**src/rtl/axi_pkg.sv**
```systemverilog
// Shared AXI4 types: address/data/strobe widths, burst and response encodings.
package axi_pkg;

  typedef logic [31:0] addr_t;
  typedef logic [31:0] data_t;
  typedef logic [3:0]  strb_t;
  typedef logic [7:0]  len_t;
  typedef logic [2:0]  size_t;

  typedef enum logic [1:0] {
    BurstFixed = 2'b00,
    BurstIncr  = 2'b01,
    BurstWrap  = 2'b10
  } burst_t;

  typedef enum logic [1:0] {
    RespOkay   = 2'b00,
    RespSlverr = 2'b10
  } resp_t;

endpackage

```
**src/rtl/axi_if.sv**
```systemverilog
// AXI4 bus bundle (no IDs, no user/qos/cache/prot sidebands).
interface axi_if;
  import axi_pkg::*;

  addr_t  araddr;
  len_t   arlen;
  size_t  arsize;
  burst_t arburst;
  logic   arvalid;
  logic   arready;

  data_t  rdata;
  resp_t  rresp;
  logic   rlast;
  logic   rvalid;
  logic   rready;

  addr_t  awaddr;
  len_t   awlen;
  size_t  awsize;
  burst_t awburst;
  logic   awvalid;
  logic   awready;

  data_t  wdata;
  strb_t  wstrb;
  logic   wlast;
  logic   wvalid;
  logic   wready;

  resp_t  bresp;
  logic   bvalid;
  logic   bready;

  modport slave (
    input  araddr, arlen, arsize, arburst, arvalid, rready,
    input  awaddr, awlen, awsize, awburst, awvalid,
    input  wdata, wstrb, wlast, wvalid, bready,
    output arready, rdata, rresp, rlast, rvalid,
    output awready, wready, bresp, bvalid
  );

  modport master (
    output araddr, arlen, arsize, arburst, arvalid, rready,
    output awaddr, awlen, awsize, awburst, awvalid,
    output wdata, wstrb, wlast, wvalid, bready,
    input  arready, rdata, rresp, rlast, rvalid,
    input  awready, wready, bresp, bvalid
  );

endinterface

```
**src/rtl/axi_burst_addr.sv**
```systemverilog
// Next-beat address for FIXED/INCR/WRAP bursts, plus illegal size/len detection.
module axi_burst_addr
  import axi_pkg::*;
(
  input  addr_t  addr,
  input  len_t   len,
  input  size_t  size,
  input  burst_t burst,
  output addr_t  next_addr,
  output logic   illegal
);

  addr_t step;
  addr_t incr_addr;
  addr_t wrap_mask;

  // Wrap window is (len+1) beats of (1<<size) bytes, aligned to its own size.
  always_comb begin
    step      = addr_t'(1) << size;
    incr_addr = addr + step;
    wrap_mask = ((addr_t'(len) + addr_t'(1)) << size) - addr_t'(1);
    illegal   = (size > 3'd2);
    next_addr = addr;
    case (burst)
      BurstFixed: next_addr = addr;
      BurstIncr:  next_addr = incr_addr;
      BurstWrap: begin
        next_addr = (addr & ~wrap_mask) | (incr_addr & wrap_mask);
        if (!(len inside {8'd1, 8'd3, 8'd7, 8'd15})) illegal = 1'b1;
      end
      default:    next_addr = addr;
    endcase
  end

endmodule

```
**src/rtl/axi_mem_slave.sv**
```systemverilog
// AXI4 memory slave with independent read (AR/R) and write (AW/W/B) FSMs.
module axi_mem_slave
  import axi_pkg::*;
#(
  parameter int unsigned DEPTH          = 16,
  parameter addr_t       BASE_ADDR      = 32'h0,
  parameter bit          CLEAR_ON_RESET = 1'b1
) (
  input logic  aclk,
  input logic  areset,
  axi_if.slave s_axi
);

  localparam int unsigned IdxW = $clog2(DEPTH);
  typedef logic [IdxW-1:0] idx_t;

  typedef enum logic {RIdle, RData} r_state_e;
  typedef enum logic [1:0] {WIdle, WData, WResp} w_state_e;

  data_t mem [DEPTH];

  // 33-bit subtraction so the borrow flags addresses below the base.
  function automatic logic in_range(addr_t a);
    logic [32:0] off;
    off = {1'b0, a} - {1'b0, BASE_ADDR};
    return !off[32] && (off[31:IdxW+2] == '0);
  endfunction

  function automatic idx_t word_idx(addr_t a);
    addr_t off;
    off = a - BASE_ADDR;
    return off[IdxW+1:2];
  endfunction

  // ---------------- read channel ----------------
  r_state_e r_state_q, r_state_d;
  addr_t    r_addr_q, r_addr_d, r_next_addr;
  len_t     r_len_q, r_len_d, r_cnt_q, r_cnt_d;
  size_t    r_size_q, r_size_d;
  burst_t   r_burst_q, r_burst_d;
  logic     r_illegal, r_err, r_valid, r_last;

  axi_burst_addr u_r_addr (
    .addr      (r_addr_q),
    .len       (r_len_q),
    .size      (r_size_q),
    .burst     (r_burst_q),
    .next_addr (r_next_addr),
    .illegal   (r_illegal)
  );

  assign r_valid = (r_state_q == RData);
  assign r_last  = r_valid && (r_cnt_q == r_len_q);
  assign r_err   = r_illegal || !in_range(r_addr_q);

  assign s_axi.arready = (r_state_q == RIdle) && !areset;
  assign s_axi.rvalid  = r_valid;
  assign s_axi.rlast   = r_last;
  assign s_axi.rresp   = (r_valid && r_err) ? RespSlverr : RespOkay;
  // Combinational read of the array gives pre-write data on a same-cycle collision.
  assign s_axi.rdata   = (r_valid && !r_err) ? mem[word_idx(r_addr_q)] : '0;

  // Read FSM next state: capture AR, step address/beat count on each R handshake.
  always_comb begin
    r_state_d = r_state_q;
    r_addr_d  = r_addr_q;
    r_len_d   = r_len_q;
    r_size_d  = r_size_q;
    r_burst_d = r_burst_q;
    r_cnt_d   = r_cnt_q;
    unique case (r_state_q)
      RIdle: begin
        if (s_axi.arvalid) begin
          r_addr_d  = s_axi.araddr;
          r_len_d   = s_axi.arlen;
          r_size_d  = s_axi.arsize;
          r_burst_d = s_axi.arburst;
          r_cnt_d   = '0;
          r_state_d = RData;
        end
      end
      RData: begin
        if (s_axi.rready) begin
          if (r_last) begin
            r_state_d = RIdle;
          end else begin
            r_addr_d = r_next_addr;
            r_cnt_d  = r_cnt_q + 8'd1;
          end
        end
      end
    endcase
  end

  // Read FSM state register.
  always_ff @(posedge aclk) begin
    if (areset) begin
      r_state_q <= RIdle;
      r_addr_q  <= '0;
      r_len_q   <= '0;
      r_size_q  <= '0;
      r_burst_q <= BurstFixed;
      r_cnt_q   <= '0;
    end else begin
      r_state_q <= r_state_d;
      r_addr_q  <= r_addr_d;
      r_len_q   <= r_len_d;
      r_size_q  <= r_size_d;
      r_burst_q <= r_burst_d;
      r_cnt_q   <= r_cnt_d;
    end
  end

  // ---------------- write channel ----------------
  w_state_e w_state_q, w_state_d;
  addr_t    w_addr_q, w_addr_d, w_next_addr;
  len_t     w_len_q, w_len_d, w_cnt_q, w_cnt_d;
  size_t    w_size_q, w_size_d;
  burst_t   w_burst_q, w_burst_d;
  logic     w_err_q, w_err_d;
  logic     w_illegal, w_beat_err, w_last, mem_we;
  idx_t     w_idx;

  axi_burst_addr u_w_addr (
    .addr      (w_addr_q),
    .len       (w_len_q),
    .size      (w_size_q),
    .burst     (w_burst_q),
    .next_addr (w_next_addr),
    .illegal   (w_illegal)
  );

  assign w_last     = (w_cnt_q == w_len_q);
  assign w_beat_err = w_illegal || !in_range(w_addr_q);
  assign w_idx      = word_idx(w_addr_q);

  assign s_axi.awready = (w_state_q == WIdle) && !areset;
  assign s_axi.wready  = (w_state_q == WData);
  assign s_axi.bvalid  = (w_state_q == WResp);
  assign s_axi.bresp   = w_err_q ? RespSlverr : RespOkay;

  // Write FSM next state; burst ends on beat count, wlast only feeds the error flag.
  always_comb begin
    w_state_d = w_state_q;
    w_addr_d  = w_addr_q;
    w_len_d   = w_len_q;
    w_size_d  = w_size_q;
    w_burst_d = w_burst_q;
    w_cnt_d   = w_cnt_q;
    w_err_d   = w_err_q;
    mem_we    = 1'b0;
    case (w_state_q)
      WIdle: begin
        if (s_axi.awvalid) begin
          w_addr_d  = s_axi.awaddr;
          w_len_d   = s_axi.awlen;
          w_size_d  = s_axi.awsize;
          w_burst_d = s_axi.awburst;
          w_cnt_d   = '0;
          w_err_d   = 1'b0;
          w_state_d = WData;
        end
      end
      WData: begin
        if (s_axi.wvalid) begin
          mem_we = !w_beat_err;
          if (w_beat_err || (s_axi.wlast != w_last)) w_err_d = 1'b1;
          if (w_last) begin
            w_state_d = WResp;
          end else begin
            w_addr_d = w_next_addr;
            w_cnt_d  = w_cnt_q + 8'd1;
          end
        end
      end
      WResp: begin
        if (s_axi.bready) w_state_d = WIdle;
      end
      default: w_state_d = WIdle;
    endcase
  end

  // Write FSM state register.
  always_ff @(posedge aclk) begin
    if (areset) begin
      w_state_q <= WIdle;
      w_addr_q  <= '0;
      w_len_q   <= '0;
      w_size_q  <= '0;
      w_burst_q <= BurstFixed;
      w_cnt_q   <= '0;
      w_err_q   <= 1'b0;
    end else begin
      w_state_q <= w_state_d;
      w_addr_q  <= w_addr_d;
      w_len_q   <= w_len_d;
      w_size_q  <= w_size_d;
      w_burst_q <= w_burst_d;
      w_cnt_q   <= w_cnt_d;
      w_err_q   <= w_err_d;
    end
  end

  // Memory array: optional clear on reset, otherwise byte-masked writes from the write FSM.
  always_ff @(posedge aclk) begin
    if (areset) begin
      if (CLEAR_ON_RESET) begin
        for (int i = 0; i < int'(DEPTH); i++) mem[i] <= '0;
      end
    end else if (mem_we) begin
      for (int b = 0; b < 4; b++) begin
        if (s_axi.wstrb[b]) mem[w_idx][8*b +: 8] <= s_axi.wdata[8*b +: 8];
      end
    end
  end

endmodule
```
**src/flat_wrapper.sv**
```systemverilog
// flat-port wrapper written by rule: the top's interface ports become plain ports
module axi_mem_slave_flat import axi_pkg::*;
#(
  parameter int unsigned DEPTH          = 16,
  parameter addr_t       BASE_ADDR      = 32'h0,
  parameter bit          CLEAR_ON_RESET = 1'b1
)
  (aclk, areset, s_axi_araddr, s_axi_arlen, s_axi_arsize, s_axi_arburst, s_axi_arvalid, s_axi_rready, s_axi_awaddr, s_axi_awlen, s_axi_awsize, s_axi_awburst, s_axi_awvalid, s_axi_wdata, s_axi_wstrb, s_axi_wlast, s_axi_wvalid, s_axi_bready, s_axi_arready, s_axi_rdata, s_axi_rresp, s_axi_rlast, s_axi_rvalid, s_axi_awready, s_axi_wready, s_axi_bresp, s_axi_bvalid);
  axi_if s_axi_i ();
  input logic aclk;
  input logic areset;
  input wire logic [$bits(s_axi_i.araddr)-1:0] s_axi_araddr;
  input wire logic [$bits(s_axi_i.arlen)-1:0] s_axi_arlen;
  input wire logic [$bits(s_axi_i.arsize)-1:0] s_axi_arsize;
  input wire logic [$bits(s_axi_i.arburst)-1:0] s_axi_arburst;
  input wire logic [$bits(s_axi_i.arvalid)-1:0] s_axi_arvalid;
  input wire logic [$bits(s_axi_i.rready)-1:0] s_axi_rready;
  input wire logic [$bits(s_axi_i.awaddr)-1:0] s_axi_awaddr;
  input wire logic [$bits(s_axi_i.awlen)-1:0] s_axi_awlen;
  input wire logic [$bits(s_axi_i.awsize)-1:0] s_axi_awsize;
  input wire logic [$bits(s_axi_i.awburst)-1:0] s_axi_awburst;
  input wire logic [$bits(s_axi_i.awvalid)-1:0] s_axi_awvalid;
  input wire logic [$bits(s_axi_i.wdata)-1:0] s_axi_wdata;
  input wire logic [$bits(s_axi_i.wstrb)-1:0] s_axi_wstrb;
  input wire logic [$bits(s_axi_i.wlast)-1:0] s_axi_wlast;
  input wire logic [$bits(s_axi_i.wvalid)-1:0] s_axi_wvalid;
  input wire logic [$bits(s_axi_i.bready)-1:0] s_axi_bready;
  output wire logic [$bits(s_axi_i.arready)-1:0] s_axi_arready;
  output wire logic [$bits(s_axi_i.rdata)-1:0] s_axi_rdata;
  output wire logic [$bits(s_axi_i.rresp)-1:0] s_axi_rresp;
  output wire logic [$bits(s_axi_i.rlast)-1:0] s_axi_rlast;
  output wire logic [$bits(s_axi_i.rvalid)-1:0] s_axi_rvalid;
  output wire logic [$bits(s_axi_i.awready)-1:0] s_axi_awready;
  output wire logic [$bits(s_axi_i.wready)-1:0] s_axi_wready;
  output wire logic [$bits(s_axi_i.bresp)-1:0] s_axi_bresp;
  output wire logic [$bits(s_axi_i.bvalid)-1:0] s_axi_bvalid;
  assign s_axi_i.araddr = s_axi_araddr;
  assign s_axi_i.arlen = s_axi_arlen;
  assign s_axi_i.arsize = s_axi_arsize;
  assign s_axi_i.arburst = s_axi_arburst;
  assign s_axi_i.arvalid = s_axi_arvalid;
  assign s_axi_i.rready = s_axi_rready;
  assign s_axi_i.awaddr = s_axi_awaddr;
  assign s_axi_i.awlen = s_axi_awlen;
  assign s_axi_i.awsize = s_axi_awsize;
  assign s_axi_i.awburst = s_axi_awburst;
  assign s_axi_i.awvalid = s_axi_awvalid;
  assign s_axi_i.wdata = s_axi_wdata;
  assign s_axi_i.wstrb = s_axi_wstrb;
  assign s_axi_i.wlast = s_axi_wlast;
  assign s_axi_i.wvalid = s_axi_wvalid;
  assign s_axi_i.bready = s_axi_bready;
  assign s_axi_arready = s_axi_i.arready;
  assign s_axi_rdata = s_axi_i.rdata;
  assign s_axi_rresp = s_axi_i.rresp;
  assign s_axi_rlast = s_axi_i.rlast;
  assign s_axi_rvalid = s_axi_i.rvalid;
  assign s_axi_awready = s_axi_i.awready;
  assign s_axi_wready = s_axi_i.wready;
  assign s_axi_bresp = s_axi_i.bresp;
  assign s_axi_bvalid = s_axi_i.bvalid;
  axi_mem_slave #(.DEPTH(DEPTH), .BASE_ADDR(BASE_ADDR), .CLEAR_ON_RESET(CLEAR_ON_RESET)) u_core (.aclk(aclk), .areset(areset), .s_axi(s_axi_i));
endmodule
```
**config.mk**
```make
export PLATFORM = sky130hd
export DESIGN_NAME = axi_mem_slave_flat
export DESIGN_NICKNAME = d
export VERILOG_FILES = /design/src/rtl/axi_pkg.sv /design/src/rtl/axi_if.sv /design/src/rtl/axi_burst_addr.sv /design/src/rtl/axi_mem_slave.sv /design/src/flat_wrapper.sv
export SDC_FILE = /design/constraint.sdc
export NUM_CORES = 1
export LEC_CHECK = 0
export ABC_AREA = 1
export CAP_MARGIN = 10
export CORE_MARGIN = 10
export CORE_UTILIZATION = 40
export CTS_CLUSTER_SIZE = 20
export DETAILED_ROUTE_END_ITERATION = 16
export PLACE_DENSITY = 0.61
export SLEW_MARGIN = 20
export SYNTH_ARGS = -nofsm -noshare
export SYNTH_HDL_FRONTEND = slang
export SYNTH_HIERARCHICAL = 1
export SYNTH_SLANG_ARGS = --single-unit
```
**constraint.sdc**
```tcl
create_clock -name aclk -period 3.1 [get_ports aclk]
set_clock_uncertainty 0.15 [all_clocks]
set_input_delay 0.93 -clock aclk [delete_from_list [all_inputs] [get_ports aclk]]
set_output_delay 0.93 -clock aclk [all_outputs]
set_load 0.02 [all_outputs]
```
==> metrics.cfg, run 1 <==
[floorplan]
core_region_area_um2 = 87000
start_util_pct = 40.4
rows = 108
io-pin-count = 176
die_y_um = 316
die_area_um2 = 100000
die_x_um = 316

[sta]
rsz0062_at_grt = true
slew_viol_final = 0
worstMarginPinSlew_ps = 888
timing.final.crit_share_pct = 130
fin_ws_ps = -923
min_period_ps = 4020
hold_slack_ps = 310
hold_violations = 0
setup_violations = 38
maxSlewHeadroom_pct = 40.8
fmax_mhz = 249

[logic_synthesis]
synth_compound_area_share_pct = 10.1
ys_warn_count = 6
synth_area_per_cell_um2 = 7.84
synth_xor_area_share_pct = 1.57
yosys.area_share.adder_pct = 1.18
ys_seq_area_share_pct = 50.2
synth_edf_count = 512
synthMuxAreaShare_pct = 0
synth-seq-cells = 626
syn_inst = 4483
ys_types = 46
ys.flop_type = edfxtp_1
synth_top_family_by_area = simple AND/OR/NAND/NOR gates
post_synth_and_or_nand_nor_area_fraction_pct = 31.1
netlist_area_um2 = 35200
synthArstFlopShare_pct = 0

[layout]
design_area_um2 = 47300
fin_nets = 5221
n_antenna_cell = 0
fill_cells = 8088
finish.cell_count_without_fillers = 6265
final_cell_mix = nand2_1, nor2_1, edfxtp_1
syn2layout_area_growth_pct = 34.6
fin_util_pct = 54.4
drive_gt1_share_pct = 23.5
final_common_cell = nand2_1

[placed_design]
dp_hpwl_um = 77500
placed_cells = 6072
io_buffers = 173
place.gp.congestion = 0.879
postPlaceCellArea_um2 = 42200

[clock_tree]
cts_tree = built
clock_tree.root_cell = clkbuf_16
cts_max_level = 3
numClockSinks = 626
path_clk_slew_ps = 60
clk_path_buf_depth = 3
cts-buffers-inserted = 73
clock_latency_ps = 640
cts_hold_buf = 0

[outcome]
violations = setup timing
status = complete, but fails checks

[worst_setup_path]
cp.arrival_ps = 2940
required_ps = 2020
worstSetupPathType = register to primary output
start_kind = register
end_kind = primary output
crit_fanout = 8

[routing]
wl_um = 114000
drc_errors = 0
ant_nets = 0
first_pass_iters = 5
vias = 32800
drtIter0Drc = 3033
wl_per_cell_um = 18.2
vias_per_cell = 5.24

[pwr]
peakVddDrop_uv = 380
p_leak_nw = 20.3
p_per_area_nw_per_um2 = 515

[global_routing]
grt_pass1_vias = 31600
grt_max_degree = 73
globalRouteTotalUtil_pct = 21.9
antenna_found_initial = 0
grt-ovfl-total = 0
grt_pass1_wl_um = 175000

[run]
max_cap_violations = 0

[hold_path]
min_path_type = register to register

==> layer usage <==
metal | vias up | track usage, % | part of all wire [%]
met5 | - | 0 | 0
li1 | 16000 | - | -
met3 | 180 | 3.52 | 6.6
met4 | 0 | 7.12 | 2.8
met1 | 15500 | 28.5 | 42
met2 | 1127 | 36.8 | 48
==> registers in the layout (all words and copies together) (netlist names), 3 cells and up, named ones only <==
register / count
u_core/mem: 512
u_core/r_addr_q: 32
u_core/w_addr_q: 32
u_core/r_cnt_q: 8
u_core/r_len_q: 8
u_core/w_cnt_q: 8
u_core/w_len_q: 8
u_core/r_size_q: 3
u_core/w_size_q: 3
==> cell families after synthesis <==
| family | Yosys count |
|---|---|
| AOI/OAI and AO/OA | 637 |
| xor gates and xnor gates | 63 |
| other | 1 |
| adders and majority gates | 32 |
| DFF | 626 |
| buffers and inverters | 528 |
| and+or+nand+nor | 2596 |
==> final cells by class <==
type	instances	area [um^2]	area share, %
flip-flops and latches	626	17700	37.4
multi-input cells	3330	17400	36.8
repair buffers	741	7280	15.4
clock buffers	89	1920	4.06
well taps	1155	1450	3.05
inverters	283	1090	2.30
clock inverters	41	465	0.984
==> power breakdown <==
part           switching (mW)  internal (mW)  leakage, nW  total [mW]
clock network            3.69           4.92         1.14        8.61
logic                    3.65           2.35         12.9        6.00
registers               0.286           9.46         6.24        9.74
==> final timing paths <==
| check | from | endpoint | slack, ps | cells after the start |
|---|---|---|---|---|
| setup / recovery | u_core/r_len_q[5]$_SDFFE_PP0P_ | s_axi_rdata[2] | -920 | 13 |
| hold / removal | u_core/w_err_q$_SDFFE_PP0P_ | u_core/w_err_q$_SDFFE_PP0P_ | 310 | 2 |
| setup reg to reg | u_core/r_size_q[1]$_SDFFE_PP0P_ | u_core/r_addr_q[28]$_SDFFE_PP0N_ | -50 | 22 |
| hold reg to reg | u_core/w_err_q$_SDFFE_PP0P_ | u_core/w_err_q$_SDFFE_PP0P_ | 310 | 2 |
==> critical path, cell delays in order (launching register included) <==
cell and delay, ps:
dfxtp_2 320, nor4_2 280, o21ai_1 130, o21ai_1 190, nand3_2 130, nor3_2 140
nand3_2 130, nor3_4 180, buf_12 140, buf_12 140, buf_16 190, nand2_4 70
nor2_4 90, buf_6 120
==> cells in the mapped netlist, drive strengths merged (12+ instances only) <==
cell type / count / area share [%]
nand3: 332 / 5.1
clkbuf: 185 / 2.0
o21ai: 192 / 2.7
nor2: 925 / 11
nand2: 1258 / 14
dfxtp: 114 / 6.5
edfxtp: 512 / 44
a22oi: 105 / 2.2
inv: 277 / 3.0
buf: 60 / 0.85
a31oi: 12 / 0.21
a21oi: 303 / 4.3
nor4: 12 / 0.21
nor3: 25 / 0.36
ha: 30 / 1.1
nand3b: 13 / 0.28
nand4: 19 / 0.39
xor2: 52 / 1.3
==> stage by stage <==
stage / setup slack [ps] / TNS, ps / power [mW]
finish: -923 / -28660 / 24.4
global route: -1020 / -37900 / 25.5
CTS: -1080 / -34020 / 24.0
detailed placement: -777 / -44390 / 15.2
global placement: -615 / -31850 / 15.2
floorplan: 26.0 / 0 / 12.9
==> what timing repair did <==
action                                  CTS  global route
pin swaps                                44           252
setup buffers                            20            46
gates cloned                              3             2
gates resized for setup                 353           437
endpoints found under the setup margin  374           864
Power figures use the tool's default switching activity.
==> run 2, diff against run 1 <==
--- a/config.mk
+++ b/config.mk
@@ -9,6 +9,7 @@
 export CAP_MARGIN = 10
 export CORE_MARGIN = 10
 export CORE_UTILIZATION = 40
+export CTS_BUF_LIST = sky130_fd_sc_hd__clkbuf_8
 export CTS_CLUSTER_SIZE = 20
 export DETAILED_ROUTE_END_ITERATION = 16
 export PLACE_DENSITY = 0.61
==> metrics.cfg, run 2 (same netlist as run 1, synthesis figures left out) <==
[outcome]
status = complete, but fails checks
violations = setup timing

[clock_tree]
path_clk_slew_ps = 60  ; about the same
clock_latency_ps = 740  ; +100 ps
clk_path_buf_depth = 3  ; unchanged
cts_max_level = 3  ; unchanged
clock_tree.root_cell = clkbuf_8
numClockSinks = 626  ; unchanged
cts_tree = built
cts-buffers-inserted = 108  ; +48%
cts_hold_buf = 0  ; unchanged

[worst_setup_path]
crit_fanout = 8  ; unchanged
cpMaxStageDelayCell = dfxtp_2
start_kind = register
worstSetupPathType = register to primary output
end_kind = primary output
cp.arrival_ps = 3010  ; +70 ps
cp_cell_sequence = ha_2 > nand2_2 > inv_2 > a21oi_1 > o21ai_1 > nand3_2 > nor3_2 > nand3_2 > nor3_4 > buf_12 > buf_12 > buf_16 > and3_4 > buf_6
max_stage_delay_ps = 350  ; +30 ps
required_ps = 2020  ; about the same

[routing]
drc_errors = 0  ; unchanged
ant_nets = 0  ; unchanged
wl_per_cell_um = 18.0  ; -1.1%
wl_um = 114000  ; +0.14%
drtIter0Drc = 2904  ; -4.3%
first_pass_iters = 8  ; +3
vias = 33100  ; +0.98%
vias_per_cell = 5.22  ; -0.29%

[placed_design]
postPlaceCellArea_um2 = 42200  ; unchanged
dp_hpwl_um = 77500  ; unchanged
place.gp.congestion = 0.879  ; unchanged
placed_cells = 6072  ; unchanged
io_buffers = 173  ; unchanged
detailedPlace.worstSlack_ps = -777  ; unchanged

[floorplan]
die_y_um = 316  ; unchanged
start_util_pct = 40.4  ; unchanged
die_area_um2 = 100000  ; unchanged
rows = 108  ; unchanged
die_x_um = 316  ; unchanged
core_region_area_um2 = 87000  ; unchanged
io-pin-count = 176  ; unchanged

[layout]
fin_nets = 5264  ; +0.82%
reg_top3 = u_core/mem x512, u_core/r_addr_q x32, u_core/w_addr_q x32
drive_gt1_share_pct = 23.7  ; +0.20 points
design_area_um2 = 47100  ; -0.48%
max_flop_register = u_core/mem
syn2layout_area_growth_pct = 33.9
fin_util_pct = 54.1  ; -0.26 points
finish.cell_count_without_fillers = 6345  ; +1.3%
final_cell_mix = nand2_1, nor2_1, edfxtp_1
fill_cells = 8125  ; +0.46%
largest_register_ff_count = 512  ; unchanged
final_common_cell = nand2_1

[sta]
min_period_ps = 4090  ; +67.3 ps
maxSlewHeadroom_pct = 39.0  ; -1.7 points
hold_violations = 0  ; unchanged
worstMarginPinSlew_ps = 914  ; +26.1 ps
slew_viol_final = 0  ; unchanged
rsz0062_at_grt = true
fmax_mhz = 245  ; -1.6%
timing.final.crit_share_pct = 132  ; +2.2 points
fin_ws_ps = -990  ; -67.3 ps
setup_violations = 59  ; +55%

[global_routing]
grt_pass1_vias = 31900  ; +0.96%
antenna_found_initial = 1  ; +1
globalRouteTotalUtil_pct = 21.9  ; +0.061 points
grt_max_degree = 73  ; unchanged
grt_pass1_wl_um = 176000  ; +0.39%
grt-ovfl-total = 0  ; unchanged

[pwr]
p_leak_nw = 20.4  ; +0.41%
p_int_mw = 15.8  ; -5.5%
total_power_mw = 23.4  ; -4.0%
peakVddDrop_uv = 328  ; -14%
seqPwrFrac_pct = 41.7  ; +1.7 points
combinationalPowerShare_pct = 25.9  ; +1.3 points
clockPowerShare_pct = 32.5  ; -2.9 points
p_sw_share_pct = 32.4  ; +1.1 points
netSwitchingPower_mw = 7.58  ; -0.65%
p_per_area_nw_per_um2 = 496  ; -3.6%

[hold_path]
min_path_type = register to register

[run]
max_cap_violations = 0  ; unchanged

run 2: changes by cell type in the layout (fill, tap and decap cells not counted), sizes merged:
cell and change:
dlygate4sd2 +2, clkbuf +24, clkinvlp -5, buf +9, diode +1, bufinv +1
dlymetal6s2s -2, clkinv +14, inv +36
run 2: final timing paths:
kind / startpoint / endpoint / slack [ps] / cells past startpoint
max reg2reg: u_core/r_size_q[0]$_SDFFE_PP0P_ / u_core/r_addr_q[26]$_SDFFE_PP0N_ / -210 / 24
max: u_core/r_len_q[0]$_SDFFE_PP0P_ / s_axi_rdata[30] / -990 / 14
min reg2reg: u_core/w_err_q$_SDFFE_PP0P_ / u_core/w_err_q$_SDFFE_PP0P_ / 310 / 2
min: u_core/w_err_q$_SDFFE_PP0P_ / u_core/w_err_q$_SDFFE_PP0P_ / 310 / 2
run 2: worst max-delay path, delay by kind of cell, from the launching register on:
family          cells  cell delay [ps]
compound gates      2              220
fa+ha+maj           1              200
buf+inv             5              640
flops               1              350
simple gates        6              840
run 2: area by class of cell:
| cell class | instances | area, um^2 | share of cell area [%] |
|---|---|---|---|
| Antenna cell | 1 | 2.50 | 0.00531 |
| Timing Repair Buffer | 749 | 7280 | 15.5 |
| Inverter | 283 | 1090 | 2.33 |
| Multi-Input combinational cell | 3330 | 17400 | 36.9 |
| Clock buffer | 114 | 1570 | 3.33 |
| Tap cell | 1155 | 1450 | 3.07 |
| Sequential cell | 626 | 17700 | 37.6 |
| Clock inverter | 87 | 616 | 1.31 |
run 2: repair_timing:
item	4_1_cts	5_1_grt
resized for setup	375	402
pin swaps	61	253
cloned	3	1
setup endpoints to repair	489	840
setup buffers	29	49
run 2: through the flow:
| stage | TNS, ps | hold slack, ps |
|---|---|---|
| detailed placement | -44390 | 291 |
| floorplan | 0 | 275 |
| global placement | -31850 | 289 |
| CTS | -38410 | 309 |
| global route | -46700 | 321 |
| finish | -33490 | 308 |
run 2: metal layers:
layer	vias to the layer above	routed length (um)	track usage, %	share of wire [%]
li1	16100	-	-	-
met1	15700	48900	28.7	43
met2	1161	55200	36.9	48
met3	192	7070	3.35	6.2
met4	0	3250	7.09	2.8
met5	-	0	0	0
run 2: power groups by stage:
stage | Clock [mW] | Combinational (mW) | Sequential (mW)
6_report | 7.59 | 6.04 | 9.74
5_1_grt | 8.13 | 6.59 | 9.79
2_1_floorplan | 0 | 3.07 | 9.85
4_1_cts | 7.76 | 5.53 | 9.72
3_3_place_gp | 0 | 5.28 | 9.88
3_5_place_dp | 0 | 5.33 | 9.89
